**src/rtl/mem_access_unit.sv**
```systemverilog
`default_nettype none
// ============================================================================
// Module      : mem_access_unit
// Description : Pipeline memory stage. Accepts one load/store per handshake,
//               drives the d-cache with a held-request handshake, formats
//               byte/half/word stores into a line with a byte mask, extracts
//               and extends load data, flags misaligned/illegal requests as a
//               fault, and counts accesses that missed (saturating).
// Revision    : 1.0 - initial release
// ============================================================================
module mem_access_unit #(
  parameter int ADDR_WIDTH  = 32,
  parameter int DATA_WIDTH  = 32,
  parameter int LINE_WIDTH  = 128,
  parameter int OFFSET_BITS = $clog2(LINE_WIDTH / 8),
  parameter int CNT_WIDTH   = 16
) (
  input  logic                      clock,
  input  logic                      reset,
  // request side (from EX/MEM)
  input  logic                      req_valid,
  output logic                      req_ready,
  input  logic                      req_read,
  input  logic                      req_write,
  input  logic [1:0]                req_size,
  input  logic                      req_signed,
  input  logic [ADDR_WIDTH-1:0]     req_addr,
  input  logic [DATA_WIDTH-1:0]     req_wdata,
  // response side
  output logic                      resp_valid,
  output logic [DATA_WIDTH-1:0]     resp_data,
  output logic                      resp_fault,
  output logic                      stall,
  // data cache side
  output logic                      cache_enable,
  output logic                      cache_write,
  output logic [ADDR_WIDTH-1:0]     cache_addr,
  output logic [LINE_WIDTH-1:0]     cache_wline,
  output logic [LINE_WIDTH/8-1:0]   cache_wmask,
  input  logic [LINE_WIDTH-1:0]     cache_rline,
  input  logic                      cache_ready,
  input  logic                      cache_miss,
  // statistics
  output logic [CNT_WIDTH-1:0]      miss_count
);

  localparam int c_MASK_BITS = LINE_WIDTH / 8;

  typedef enum logic [1:0] {
    IDLE   = 2'd0,
    ACCESS = 2'd1,
    DONE   = 2'd2
  } state_t;

  state_t                   r_state;
  state_t                   w_next_state;

  // latched request fields
  logic [ADDR_WIDTH-1:0]    r_addr;
  logic [1:0]               r_size;
  logic                     r_signed;
  logic                     r_write;
  logic [DATA_WIDTH-1:0]    r_wdata;
  logic                     r_fault;

  logic                     r_miss_flag;
  logic [DATA_WIDTH-1:0]    r_resp_data;
  logic [CNT_WIDTH-1:0]     r_miss_count;

  logic                     w_accept;
  logic                     w_misaligned;
  logic [OFFSET_BITS-1:0]   w_off;
  logic [OFFSET_BITS+2:0]   w_bit_off;
  logic [LINE_WIDTH-1:0]    w_store_ext;
  logic [c_MASK_BITS-1:0]   w_mask_base;
  logic [DATA_WIDTH-1:0]    w_rword;
  logic [DATA_WIDTH-1:0]    w_load_data;

  // A request is only taken when it names a direction; read+write together
  // is still taken so it can be reported as a fault.
  assign w_accept = (r_state == IDLE) && req_valid && (req_read || req_write);

  // Classify the incoming request as misaligned/illegal
  always_comb begin
    w_misaligned = 1'b0;
    case (req_size)
      2'b00:   w_misaligned = 1'b0;
      2'b01:   w_misaligned = req_addr[0];
      2'b10:   w_misaligned = |req_addr[1:0];
      default: w_misaligned = 1'b1;
    endcase
    if (req_read && req_write) begin
      w_misaligned = 1'b1;
    end
  end

  // State register
  always_ff @(posedge clock) begin
    if (reset) begin
      r_state <= IDLE;
    end else begin
      r_state <= w_next_state;
    end
  end

  // Next-state logic; DONE always lasts exactly one cycle
  always_comb begin
    w_next_state = r_state;
    case (r_state)
      IDLE: begin
        if (w_accept) begin
          w_next_state = w_misaligned ? DONE : ACCESS;
        end
      end
      ACCESS: begin
        if (cache_ready) begin
          w_next_state = DONE;
        end
      end
      DONE:    w_next_state = IDLE;
      default: w_next_state = IDLE;
    endcase
  end

  // Request latch, sticky miss flag, load capture and miss counter
  always_ff @(posedge clock) begin
    if (reset) begin
      r_addr       <= '0;
      r_size       <= 2'b00;
      r_signed     <= 1'b0;
      r_write      <= 1'b0;
      r_wdata      <= '0;
      r_fault      <= 1'b0;
      r_miss_flag  <= 1'b0;
      r_resp_data  <= '0;
      r_miss_count <= '0;
    end else begin
      case (r_state)
        IDLE: begin
          if (w_accept) begin
            r_addr      <= req_addr;
            r_size      <= req_size;
            r_signed    <= req_signed;
            r_write     <= req_write && !req_read;
            r_wdata     <= req_wdata;
            r_fault     <= w_misaligned;
            r_miss_flag <= 1'b0;
            r_resp_data <= '0;
          end
        end
        ACCESS: begin
          if (cache_miss) begin
            r_miss_flag <= 1'b1;
          end
          if (cache_ready) begin
            r_resp_data <= r_write ? '0 : w_load_data;
            if ((r_miss_flag || cache_miss) && (r_miss_count != '1)) begin
              r_miss_count <= r_miss_count + CNT_WIDTH'(1);
            end
          end
        end
        default: begin
        end
      endcase
    end
  end

  // Byte offset within the line and the equivalent bit offset
  assign w_off     = r_addr[OFFSET_BITS-1:0];
  assign w_bit_off = {w_off, 3'b000};

  // Size-dependent store data (zero-extended) and unshifted byte mask
  always_comb begin
    w_store_ext = '0;
    w_mask_base = '0;
    case (r_size)
      2'b00: begin
        w_store_ext[7:0] = r_wdata[7:0];
        w_mask_base[0]   = 1'b1;
      end
      2'b01: begin
        w_store_ext[15:0] = r_wdata[15:0];
        w_mask_base[1:0]  = 2'b11;
      end
      default: begin
        w_store_ext[DATA_WIDTH-1:0] = r_wdata;
        w_mask_base[3:0]            = 4'hF;
      end
    endcase
  end

  // Natural alignment keeps every access inside one line, so a plain shift
  // of the line by the byte offset is enough for load extraction.
  assign w_rword = DATA_WIDTH'(cache_rline >> w_bit_off);

  // Truncate the selected element and extend it; words ignore req_signed
  always_comb begin
    w_load_data = w_rword;
    case (r_size)
      2'b00: begin
        w_load_data = r_signed ? {{(DATA_WIDTH-8){w_rword[7]}}, w_rword[7:0]}
                               : {{(DATA_WIDTH-8){1'b0}}, w_rword[7:0]};
      end
      2'b01: begin
        w_load_data = r_signed ? {{(DATA_WIDTH-16){w_rword[15]}}, w_rword[15:0]}
                               : {{(DATA_WIDTH-16){1'b0}}, w_rword[15:0]};
      end
      default: w_load_data = w_rword;
    endcase
  end

  assign req_ready    = (r_state == IDLE);
  assign stall        = (r_state != IDLE);
  assign resp_valid   = (r_state == DONE);
  assign resp_fault   = (r_state == DONE) && r_fault;
  assign resp_data    = (r_state == DONE) ? r_resp_data : '0;

  // Cache request fields come only from latched state, so they stay stable
  // for the whole time cache_enable is held.
  assign cache_enable = (r_state == ACCESS);
  assign cache_write  = r_write;
  assign cache_addr   = r_addr;
  assign cache_wline  = r_write ? (w_store_ext << w_bit_off) : '0;
  assign cache_wmask  = r_write ? (w_mask_base << w_off) : '0;

  assign miss_count   = r_miss_count;

endmodule
`default_nettype wire

```
**config.mk**
```make
export PLATFORM = sky130hd
export DESIGN_NAME = mem_access_unit
export DESIGN_NICKNAME = d
export VERILOG_FILES = /design/src/rtl/mem_access_unit.sv
export SDC_FILE = /design/constraint.sdc
export NUM_CORES = 1
export LEC_CHECK = 0
export ABC_AREA = 1
export CAP_MARGIN = 20
export CORE_AREA = 2 2 167 169
export CTS_BUF_LIST = sky130_fd_sc_hd__clkbuf_8
export CTS_CLUSTER_DIAMETER = 100
export DETAILED_ROUTE_END_ITERATION = 10
export DIE_AREA = 0 0 169 171
export DONT_BUFFER_PORTS = 1
export HOLD_SLACK_MARGIN = 0.08
export PLACE_DENSITY = 0.55
export RECOVER_POWER = 25
export REMOVE_ABC_BUFFERS = 1
export SLEW_MARGIN = 20
export SYNTH_ARGS = -nofsm -noshare
export SYNTH_HDL_FRONTEND = slang
export SYNTH_SLANG_ARGS = --single-unit
```
**constraint.sdc**
```tcl
create_clock -name clock -period 2.07 [get_ports clock]
set_clock_uncertainty 0.1 [all_clocks]
set_input_delay 0.1035 -clock clock [delete_from_list [all_inputs] [get_ports clock]]
set_output_delay 0.1035 -clock clock [all_outputs]
set_load 0.01 [all_outputs]
```
Yosys cells after proc, flatten, opt, wreduce, memory -nomap -nowiden

Cells that the tools add are included.

Flip-flop bits (word level): 120
Input bits: 202
Output and inout bits: 230
Word-level logic and storage cells: 67

Add/sub/neg operators: 1
Eq/ne operators: 9
Shift-type cells: 3
Mux-type cells: 23
Reductions and logical operators: 21

Operators with widths:

| cell                    | count |
|---|---|
| $mux W32                | 6 |
| $mux W128               | 1 |
| $pmux W32 S2            | 2 |
| $shl A32 B7 Y128        | 1 |
| $shr A128 B7 Y32        | 1 |
| $mux W16                | 2 |
| $add A16 B1 Y16 const B | 1 |
| $ne A16 B16 Y1 const B  | 1 |
| $shl A4 B4 Y16          | 1 |
| $reduce_and A3 Y1       | 3 |
| $mux W2                 | 4 |
| $mux W8                 | 1 |
| $eq A2 B1 Y1 const B    | 3 |
| $logic_and A1 B1 Y1     | 6 |
| $logic_not A2 Y1        | 3 |
| $ne A2 B1 Y1 const B    | 3 |
| $eq A2 B2 Y1 const B    | 2 |
| $mux W1                 | 4 |
| $pmux W2 S2             | 1 |
| $reduce_and A2 Y1       | 2 |
| $reduce_bool A2 Y1      | 2 |
| $reduce_or A2 Y1        | 2 |
| $pmux W1 S3             | 1 |
| $logic_or A1 B1 Y1      | 2 |
| other kinds (2)         | 2 |

Depth between registers and ports, before layout

Gate-level depths: netlist of run 1.

Word-level depth: 6
Mapped depth: 13
Depth with buffers taken out: 11

Worst setup path after synthesis of run 1

No wires, ideal clock.

Kind: register -> register
Start point: register r_miss_count[0] (netlist: miss_count[0])
End point: register r_miss_count[11] (netlist: miss_count[11])
Library setup time: 132 ps
Data arrival time: 1672 ps
Required time: 1838 ps
Setup slack: 166 ps
Stages on the path, launching flop included: 10
Path buffers: 1
Period minus slack after synthesis: 1904 ps
Cell sequence: dfxtp_1 > ha_1 > nand2_1 > nor3_2 > nand3_1 > nand2_2 > inv_1 > buf_2 > nand2_1 > a21oi_1

Cells in the longest elaborated chain, start to end: 3
Elaborated cells on any way between the ends: 4
Classes of those cells: add/sub: 1; eq/ne: 1; reduce/logical: 2

Ends and longest elaborated chain:

| what                                                                    | line | RTL |
|---|---|---|
| start: declaration                                                      | 68   | `logic [CNT_WIDTH-1:0] r_miss_count;` |
| start signal: assignment                                                | 158  | `r_miss_count <= r_miss_count + CNT_WIDTH'(1);` |
| parallel branches: the longest is 3 deep, another holds $add A16 B1 Y16 | --   |  |

Several ways; the timed one is not identified.
A chain may end at the register's enable or synchronous reset.

Worst setup path after layout of run 1

Start point: register r_addr[0] (netlist: cache_addr[0])
End point: output port cache_wline[29]

Cells in the longest elaborated chain, start to end: 2

Ends and longest elaborated chain:

| what                     | line | RTL |
|---|---|---|
| start: declaration       | 59   | `logic [ADDR_WIDTH-1:0] r_addr;` |
| start signal: assignment | 141  | `r_addr <= req_addr;` |
| $shl A32 B7 Y128         | 223  | `assign cache_wline = r_write ? (w_store_ext << w_bit_off) : '0;` |
| $mux W128                | 223  |  |
| end: declaration         | 38   | `output logic [LINE_WIDTH-1:0] cache_wline,` |

Every way passes these cells.

==> impl_results.md, run 1 <==
* DIE WIDTH at 169 µm
* Clock Tree Buf Depth at 2
* Die Y at around 170 µm
* Placed cell count at 2337
* Layout cells sized above 1 at 23.6%
* Sink Count at 120
* Critical Path AT at 1.99 ns
* Synthesized area at 10600 µm²
* Int Pwr at about 0.0050 W
* Multi-input logic area at between 7000 and 8000 µm²
* Vias per cell at around 5.7
* Fmax at between 400 and 500 MHz
* Slew @ Worst Pin at 1.07 ns
* Predominant post-synthesis flop cell: dfxtp_1
* Worst-path clk slew at 0.08 ns
* Pin count of the biggest net entering global routing at 93
* Vias in the first global route at 13500
* Async SR Flop Fraction at 0%
* Final period util at 106%
* Status: finished, violations left
* DIE AREA at 28900 µm²
* RSZ-0062 raised after global routing: yes
* Startpoint Class: flop
* Initial cell density of the core at 38.6%
* Proportion of power drawn by the clock network at a little under 30%
* Crit path max fanout at 8
* Sw Ratio at 41.0%
* Total power at around 0.0084 W
* Critical Path Sink Type: output port
* Pins Over Slew Limit at 0
* Switching power at 0.00345 W
* Overall routing resource usage at between 30 and 40%
* Gr busiest metal: met2
* Min Hold Slack at 0.0874 ns
* Vias at about 15000
* Post-DRT Antenna Nets at 0
* Post-synth cell types at 41
* Synthesized area per cell at 5.42 µm²
* IO Count at 432
* I/O Buffers at 0
* Placement Rows at 61
* Met2 Use GR at between 50% and 60%
* Total gr overflow at 0
* Met3 Use GR at 6.18%
* Area of the core at 27300 µm²
* WL/cell at ~21 µm
* Post-DP HPWL at 33800 µm
* Worst EP required at around 1.9 ns
* Max_cap viols at 0
* # fillers at 2704
* Setup Crit Path Kind: flop to output port
* Worst skew pair latency at 0.45 ns
* Yosys warns at 0
* Post-Layout Cell Count at 2605
* Pwr Density at between 500 and 600 nW/µm²
* Hold Crit Class: input port to flop
* Storage element area at 2420 µm²
* Cts bufs inserted at 17
* CP startpoint: cache_addr[0]$_SDFFE_PP0P_
* Initial drt markers at ~1500
* WL final at 53700 µm
* Hold path startpoint: cache_rline[95]
* Met1 GRT Util at 39.6%
* CTS tree: built
* Number of synthesized flops with an enable pin at 0
* Number of H-tree levels at 4
* Drc violations at 0
* Setup violators final at 65
* Hold Fails Final Rpt at 0
* Initial antenna violation count at 4
* VDD IR-drop max at 0.391 mV
* First-pass GRT wire length at 74200 µm
* Synth-to-layout area growth at 50.1%
* Slew margin rel. at 28.6%
* Sequential share of power at 30.2%
* Final min period at 2.20 ns
* GP Congestion at 0.943
* Yosys reg bits at 120
* # nets final at 2446
* PnR worst setup slack at -0.128 ns
* Failing checks: setup timing
* Root Driver: clkbuf_8
* Leakage power at between 6 and 7 nW
* Combinational share of power at 40.3%
* Router iterations before antenna repair at 6
* Seq/Total Area, Yosys at 22.8%
* Synth Instances at 1946
* Worst R2R Start: r_state[0]$_SDFFE_PP0P_
## synth_stat cells (12+ instances only)
library cell	number	area, µm²
nand2_1	680	2550
o22ai_1	17	106
nand2_2	12	75.1
nand4_1	30	188
o2111ai_1	12	105
o21ai_1	30	150
o211ai_1	25	188
o21ai_0	141	706
nand3_1	100	500
clkbuf_1	68	255
buf_2	37	185
dfxtp_1	120	2400
buf_4	16	120
inv_1	156	586
nor2_1	251	942
a21oi_1	160	801
## layout by cell type (no fill, tap or decap), types with 9 or more instances in the layout
cell type      Yosys  routed
buf_12             0      15
o211ai_1          25      25
nand2_1          680     648
o2111ai_1         12      12
nor2_2             1      56
o21ai_2            0      44
buf_4             16     174
inv_2              6      20
a21oi_2           11      21
nor2_1           251     176
clkbuf_8           0      17
clkbuf_1          68      12
o22ai_2            0      10
o21ai_1           30      34
nand2_2           12      39
a21oi_1          160     149
o21ai_0          141      82
o21ai_4            0      11
nand3_1          100      96
clkbuf_16          0       9
nand4_1           30      30
a22oi_2            0      10
nor2_4             3      23
dlygate4sd3_1      0     177
buf_6             11      17
dfxtp_1          120     114
inv_1            156     135
## critical path, stage by stage, from the launching register on
cell     delay (ns)
dfxtp_4        0.53
buf_16         0.18
buf_6          0.10
nand2_2        0.05
o21ai_2        0.08
inv_2          0.07
o21ai_4        0.17
nand2_2        0.09
nor2_2         0.14
buf_4          0.13
## through the flow
| step | worst slack, ns | TNS, ns | instance area [µm²] | util [%] |
|---|---|---|---|---|
| after floorplan | -4.77 | -829.69 | 9840 | - |
| after global placement | 0.0341 | 0 | 11800 | 43.3 |
| after detailed placement | 0.0282 | 0 | 11800 | 43.3 |
| after CTS | -0.123 | -2.93 | 14800 | 54.3 |
| after global routing | -0.197 | -12.14 | 15800 | 58.0 |
| final | -0.128 | -3.41 | 15800 | 58.0 |
## power groups by stage
stage	clock network (W)	registers (W)	logic (W)
after floorplan	0	0.00266	0.00136
final	0.00248	0.00254	0.00339
after detailed placement	0	0.00258	0.00228
after global routing	0.00263	0.00256	0.00363
after CTS	0.00252	0.00253	0.00292
after global placement	0	0.00258	0.00228
## per-layer routing
layer | wire length, µm | vias to the layer above
met2 | 25700 | 916
met5 | 13 | -
li1 | - | 6888
met1 | 20700 | 6940
met3 | 5200 | 183
met4 | 2120 | 2
## state kept, by name, indices dropped and copies added, names as in the netlist
signal       cells
miss_count      16
r_miss_flag      1
r_state          2
cache_write      1
r_fault          1
r_signed         1
r_resp_data     32
r_wdata         32
cache_addr      32
r_size           2
## final timing paths
check,end,slack (ns),cells after the start
hold / removal,r_resp_data[7]$_SDFFE_PP0P_,0.09,6
hold reg to reg,r_resp_data[1]$_SDFFE_PP0P_,0.37,2
setup / recovery,cache_wline[29],-0.13,9
setup reg to reg,miss_count[10]$_SDFFE_PP0P_,0,8
## cell type report
class / count / share of cell area (%)
multi-input combinational: 1523 / 49.2
timing repair inverter: 1 / 0.0553
antenna: 3 / 0.0474
timing repair buffer: 415 / 25.8
clock buffer: 17 / 1.48
inverter: 165 / 4.11
sequential: 120 / 15.3
clock inverter: 15 / 1.32
tap: 346 / 2.73
## kinds of logic (layout without fill, tap and decap cells)
kind of cell | count (synthesis) | count (layout) | share of synthesized area (%)
other | 0 | 3 | 0
adder cells (fa/ha/maj) | 1 | 1 | 0.119
flip-flops | 120 | 120 | 22.8
XOR/XNOR | 10 | 10 | 0.830
buffers and inverters | 305 | 613 | 12.6
AND/OR/NAND/NOR | 1097 | 1098 | 42.1
AO/OA/AOI/OAI | 413 | 414 | 21.6
## repair_timing
| item | CTS | global route |
|---|---|---|
| pin swaps | 30 | 55 |
| hold endpoints to repair | 120 | 0 |
| gates cloned | 6 | 14 |
| hold buffers | 178 | 0 |
| gates resized for setup | 179 | 197 |
| setup endpoints to repair | 131 | 177 |
| setup buffers | 16 | 22 |
(Power assumes the default switching activity.)
==> inputs of run 2 (changes only) <==
==> constraint.sdc (replaced) <==
create_clock -name clock -period 2.07 [get_ports clock]
set_clock_uncertainty 0.1 [all_clocks]
set_input_delay 0.207 -clock clock [delete_from_list [all_inputs] [get_ports clock]]
set_output_delay 0.207 -clock clock [all_outputs]
set_load 0.01 [all_outputs]
==> run 2 against run 1 <==
Effect of this change:
- the flow finishes with violations (hold timing, setup timing)
- clock power shrank 8.9%
- maximum frequency shrank 2.8%
- first-iteration DRC count shrank 25%
- power shrank 4.8%
- critical path depth shrank 1
- non-clock buffer count shrank 126
- clock-buffer cell count is the same
- register-to-register slack gained 0.02 ns
- via count shrank 6.1%
==> impl_results.md, run 2 (synthesis gave the netlist of run 1 again) <==
* Status: finished, violations left
* Failing checks: hold timing, setup timing
* I/O Buffers at 0 (unchanged)
* Synth-to-layout area growth at 41.3%
* PnR worst setup slack at -0.191 ns (-0.0631 ns)
* Met1 Wirelength at 19300 µm (-6.7%)
* GP Congestion at 0.987 (+4.7%)
* Leakage power at 5.95 nW (-7.0%)
* Initial antenna violation count at 1 (-3)
* RSZ-0062 raised after global routing: yes
* Root Driver: clkbuf_8
* WL/cell at 20.4 µm (-1.2%)
* Setup Crit Path Kind: flop to output port
* Multi-input logic area at 8150 µm² (+4.6%)
* Most frequent cells in the layout: nand2_1 (633), buf_4 (185), nor2_1 (164)
* Hold path startpoint: reset
* Pin count of the biggest net entering global routing at 96 (+3.2%)
* Worst-path clk slew at 0.10 ns (+0.02 ns)
* Storage element area at 2430 µm² (+0.26%)
* Router iterations before antenna repair at 5 (-1)
* Setup violators final at 109 (+68%)
* Fin area at 14900 µm² (-5.8%)
* Placement Rows at 61 (unchanged)
* Total power at 0.00801 W (-4.8%)
* Worst R2R Start: cache_addr[0]$_SDFFE_PP0P_
* Most common cell after layout, fill and taps aside: nand2_1
* Fin Setup TNS at -10.28 ns (-6.87 ns)
* Final period util at 109% (+3.0 points)
* Post-DRT Antenna Nets at 0 (unchanged)
* Initial cell density of the core at 38.6% (unchanged)
* CTS tree: built
* Worst EP required at 1.76 ns (-0.11 ns)
* Vias at 14000 (-6.1%)
* Critical Path AT at 1.95 ns (-0.04 ns)
* Drc violations at 0 (unchanged)
* Clock Tree Buf Depth at 2 (unchanged)
* # nets final at 2318 (-5.2%)
* Layout cells sized above 1 at 28.8% (+5.2 points)
* Slew @ Worst Pin at 1.11 ns (+0.0427 ns)
* Met3 routed WL at 4340 µm (-16%)
* Post-DP HPWL at 34100 µm (+1.0%)
* Overall routing resource usage at 31.5% (-1.1 points)
* Top sig layer: met4
* VDD IR-drop max at 0.300 mV (-23%)
* Pwr Density at 537 nW/µm² (+1.1%)
* First-pass GRT wire length at 71100 µm (-4.2%)
* Cts bufs inserted at 17 (unchanged)
* Startpoint Class: flop
* DIE AREA at 28900 µm² (unchanged)
* IO Count at 432 (unchanged)
* Placed cell area at 12000 µm² (+1.4%)
* Crit path max fanout at 7 (-1)
* Sink Count at 120 (unchanged)
* Pins Over Slew Limit at 0 (unchanged)
* Total gr overflow at 0 (unchanged)
* Setup WS pre-CTS at 0.0462 ns (+0.0180 ns)
* Final min period at 2.26 ns (+0.0631 ns)
* Worst skew pair latency at 0.45 ns (about the same)
* DIE WIDTH at 169 µm (unchanged)
* Max_cap viols at 0 (unchanged)
* Vias in the first global route at 12700 (-6.1%)
* Die Y at 171 µm (unchanged)
* CP startpoint: r_size[1]$_SDFFE_PP0P_
* Hold Fails Final Rpt at 94 (+94)
* Min Hold Slack at -0.278 ns (-0.365 ns)
* DR WL met2 at 25100 µm (-2.3%)
* Fmax at 442 MHz (-2.8%)
* Slew margin rel. at 25.8% (-2.8 points)
* Initial drt markers at 1103 (-25%)
* Hold buffer count at CTS at 23 (-87%)
* Hold Crit Class: input port to flop
* Critical Path Sink Type: output port
* Number of H-tree levels at 4 (unchanged)
* Fin util at 54.6% (-3.4 points)
* WL final at 50400 µm (-6.1%)
* Area of the core at 27300 µm² (unchanged)
* Vias per cell at 5.66 (-1.2%)
* # fillers at 2779 (+2.8%)
==> run 2: layer usage <==
layer,vias up,global-route usage (%)
met5,-,0
met4,0,11.6
met3,102,6.57
met2,732,56.2
met1,6566,37.3
li1,6618,-
==> run 2: timing repair <==
action | 4_1_cts | 5_1_grt
gates resized for setup | 263 | 222
endpoints found under the setup margin | 143 | 174
pin swaps | 44 | 64
buffers inserted | 21 | 37
endpoints found under the hold margin | 117 | 94
cloned | 7 | 9
==> run 2: report_power, final <==
group / internal (W) / switching (W)
sequential: 0.00242 / 0.000127
clock: 0.000998 / 0.00126
combinational: 0.00120 / 0.00200
total: 0.00462 / 0.00339
==> run 2: final timing paths <==
check	to	slack, ns	cells past startpoint
max	cache_wline[50]	-0.19	8
min	miss_count[15]$_SDFFE_PP0P_	-0.28	1
max reg2reg	r_resp_data[24]$_SDFFE_PP0P_	0.02	13
min reg2reg	r_fault$_SDFFE_PP0P_	0.37	2
==> run 2: stage by stage <==
stage               hold WS, ns  cells
floorplan                 0.169   1806
global route             -0.309   2475
detailed placement        0.190   2349
finish                   -0.278   2475
global placement          0.189   2349
CTS                      -0.306   2431
==> run 2: layout make-up <==
type	count	share of cell area [%]
multi-input combinational	1522	54.6
timing repair buffer	289	19.2
sequential	120	16.3
inverter	165	4.41
tap	346	2.90
clock buffer	17	1.57
clock inverter	15	1.03
antenna	1	0.0168
==> run 2: critical path: stages, from the launching register on <==
cell	delay, ns
dfxtp_4	0.37
nor2_4	0.18
buf_12	0.19
nor2_4	0.05
o21ai_2	0.18
o22ai_2	0.14
o21ai_2	0.20
nor2_1	0.06
buf_4	0.14
==> inputs of run 3 (changes only) <==
- CELL_PAD_IN_SITES_DETAIL_PLACEMENT: not set -> 2
- CELL_PAD_IN_SITES_GLOBAL_PLACEMENT: not set -> 2
- CORE_AREA: 2 2 167 169 -> not set
- CORE_ASPECT_RATIO: not set -> 0.75
- CORE_UTILIZATION: not set -> 31
- DIE_AREA: 0 0 169 171 -> not set
- PLACE_DENSITY: 0.55 -> 0.84
==> run 3 against run 2 <==
Effect of this change:
- the flow still finishes with violations (hold timing, setup timing)
- highest routed layer is now met5
- worst setup slack got worse by 1.0 ns
- cell area increased by 1.1%
- wire length increased by 84%
- sequential share of layout area decreased by 0.17 points
- maximum frequency decreased by 31%
- largest cell class unchanged
- flip-flop and latch count unchanged
- global-route usage increased by 11 points
- register-to-register slack got worse by 0.53 ns
==> impl_results.md, run 3 (synthesis gave the netlist of run 1 again) <==
* Drc violations at 0 (unchanged)
* Synth-to-layout area growth at 42.9%
* Switching power at 0.00453 W (+34%)
* Placed cell area at 12100 µm² (+1.3%)
* WL final at 92700 µm (+84%)
* Crit path max fanout at 10 (+3)
* Sequential share of power at 27.6% (-4.2 points)
* Pin count of the biggest net entering global routing at 96 (unchanged)
* Startpoint Class: flop
* Sw Ratio at 48.2% (+5.9 points)
* Slew @ Worst Pin at 0.859 ns (-0.255 ns)
* Root Driver: clkbuf_8
* Worst skew pair latency at 0.53 ns (+0.08 ns)
* Proportion of power drawn by the clock network at 29.8% (+1.6 points)
* # fillers at 4114 (+48%)
* Fmax at 305 MHz (-31%)
* CTS tree: built
* Hold Fails Final Rpt at 93 (-1.1%)
* Vias at 17100 (+22%)
* DIE WIDTH at 215 µm (+27%)
* Failing checks: hold timing, setup timing
* # nets final at 2321 (+0.13%)
* Layout cells sized above 1 at 28.8% (about the same)
* Int Pwr at 0.00487 W (+5.3%)
* IO Count at 432 (unchanged)
* Final min period at 3.28 ns (+1.01 ns)
* Vias per cell at 6.61 (+17%)
* I/O Buffers at 0 (unchanged)
* Most frequent cells in the layout: nand2_1 (628), buf_4 (204), nor2_1 (168)
* GP Congestion at 0.926 (-6.2%)
* Hold Crit Class: input port to flop
* Post-Layout Cell Count at 2593 (+4.8%)
* Critical Path Sink Type: output port
* Status: finished, violations left
* Min Hold Slack at -0.345 ns (-0.0668 ns)
* VDD IR-drop max at 0.509 mV (+70%)
* Area of the core at 33500 µm² (+23%)
* Vias in the first global route at 17200 (+36%)
* Final period util at 158% (+49 points)
* Setup Crit Path Kind: flop to output port
* Pins Over Slew Limit at 0 (unchanged)
* WL/cell at 35.7 µm (+75%)
* Worst-path clk slew at 0.10 ns (about the same)
* Placed cell count at 2453 (+4.4%)
* Most common cell after layout, fill and taps aside: nand2_1
* Router iterations before antenna repair at 8 (+3)
* Met1 Wirelength at 32500 µm (+68%)
* Max_cap viols at 0 (unchanged)
* DIE AREA at 34800 µm² (+20%)
* Slew margin rel. at 42.7% (+17 points)
* Top sig layer: met5
* Number of H-tree levels at 4 (unchanged)
* Placement Rows at 58 (-4.9%)
* Leakage power at 5.99 nW (+0.58%)
* Met3 routed WL at 10700 µm (+150%)
* Combinational share of power at 42.6% (+2.6 points)
* RSZ-0062 raised after global routing: yes
* DR WL met2 at 40000 µm (+59%)
* Die Y at 162 µm (-5.4%)
* Critical Path AT at 2.97 ns (+1.02 ns)
* Fin Setup TNS at -72.68 ns (-62.40 ns)
* Initial antenna violation count at 15 (+14)
* Setup violators final at 190 (+74%)
* Initial drt markers at 1891 (+71%)
* Sink Count at 120 (unchanged)
* Cts bufs inserted at 17 (unchanged)
* Worst EP required at 1.76 ns (about the same)
* Post-DP HPWL at 45100 µm (+32%)
* Fin area at 15100 µm² (+1.1%)
* Post-DRT Antenna Nets at 0 (unchanged)
* Total gr overflow at 0 (unchanged)
* Clock Tree Buf Depth at 2 (unchanged)
* Initial cell density of the core at 31.5% (-7.1 points)
* PnR worst setup slack at -1.21 ns (-1.01 ns)
* Pwr Density at 623 nW/µm² (+16%)
* Overall routing resource usage at 42.2% (+11 points)
* First-pass GRT wire length at 112000 µm (+57%)
==> run 3: changes by cell type in the layout (fill, tap and decap cells not counted), sizes merged <==
cell / change
dlygate4sd3: +5
diode: +11
clkinv: +1
clkbuf: -11
clkinvlp: -1
inv: -2
bufinv: +2
buf: +9
==> run 3: worst max-delay path, stage by stage, from the launching register on <==
cell     delay (ns)
dfxtp_4        0.41
buf_12         0.16
buf_12         0.15
buf_4          0.14
nand3_2        0.11
o21ai_2        0.12
nand2_2        0.22
o22ai_2        0.47
inv_2          0.22
nor2_2         0.42
==> run 3: cell type report <==
class / instances / area [µm²] / share of cell area, %
Antenna cell: 12 / 30.0 / 0.199
Clock buffer: 17 / 234 / 1.55
Clock inverter: 15 / 189 / 1.25
Inverter: 165 / 644 / 4.27
Multi-Input combinational cell: 1522 / 8150 / 54.1
Sequential cell: 120 / 2430 / 16.1
Tap cell: 450 / 563 / 3.73
Timing Repair Buffer: 292 / 2840 / 18.8
==> run 3: worst paths after layout <==
path / from / end / slack, ns / depth (start not counted)
min reg2reg: r_resp_data[4]$_SDFFE_PP0P_ / r_resp_data[4]$_SDFFE_PP0P_ / 0.38 / 2
max: r_size[1]$_SDFFE_PP0P_ / cache_wline[110] / -1.21 / 9
min: reset / cache_addr[10]$_SDFFE_PP0P_ / -0.34 / 1
max reg2reg: r_state[1]$_SDFFE_PP0P_ / cache_addr[29]$_SDFFE_PP0P_ / -0.51 / 8
==> run 3: layer usage <==
metal  GRT usage, %  vias to the layer above
li1               -                     6630
met5              0                        -
met4           27.3                        8
met2           71.4                     1457
met3           9.03                      678
met1           48.4                     8360
==> run 3: power groups by stage <==
| stage | clock network (W) | logic (W) | registers [W] |
|---|---|---|---|
| 6_report | 0.00280 | 0.00400 | 0.00260 |
| 3_5_place_dp | 0 | 0.00257 | 0.00259 |
| 2_1_floorplan | 0 | 0.00136 | 0.00266 |
| 3_3_place_gp | 0 | 0.00243 | 0.00258 |
| 5_1_grt | 0.00280 | 0.00408 | 0.00259 |
| 4_1_cts | 0.00251 | 0.00311 | 0.00254 |
==> run 3: stage by stage <==
stage	util, %	worst slack [ns]	total power [W]	hold slack [ns]
after floorplan	-	-4.78	0.00402	0.169
after global placement	36.2	-0.171	0.00501	0.185
after detailed placement	36.2	-0.195	0.00516	0.194
after CTS	42.2	-0.319	0.00815	-0.338
after global routing	45.0	-1.19	0.00947	-0.345
final	45.0	-1.21	0.00940	-0.345
==> run 3: what timing repair did <==
item	CTS	global route
endpoints found under the hold margin	120	94
setup buffers	33	26
cloned	6	4
gates resized for setup	277	180
setup endpoints to repair	167	253
pin swaps	33	45
hold buffers	27	1
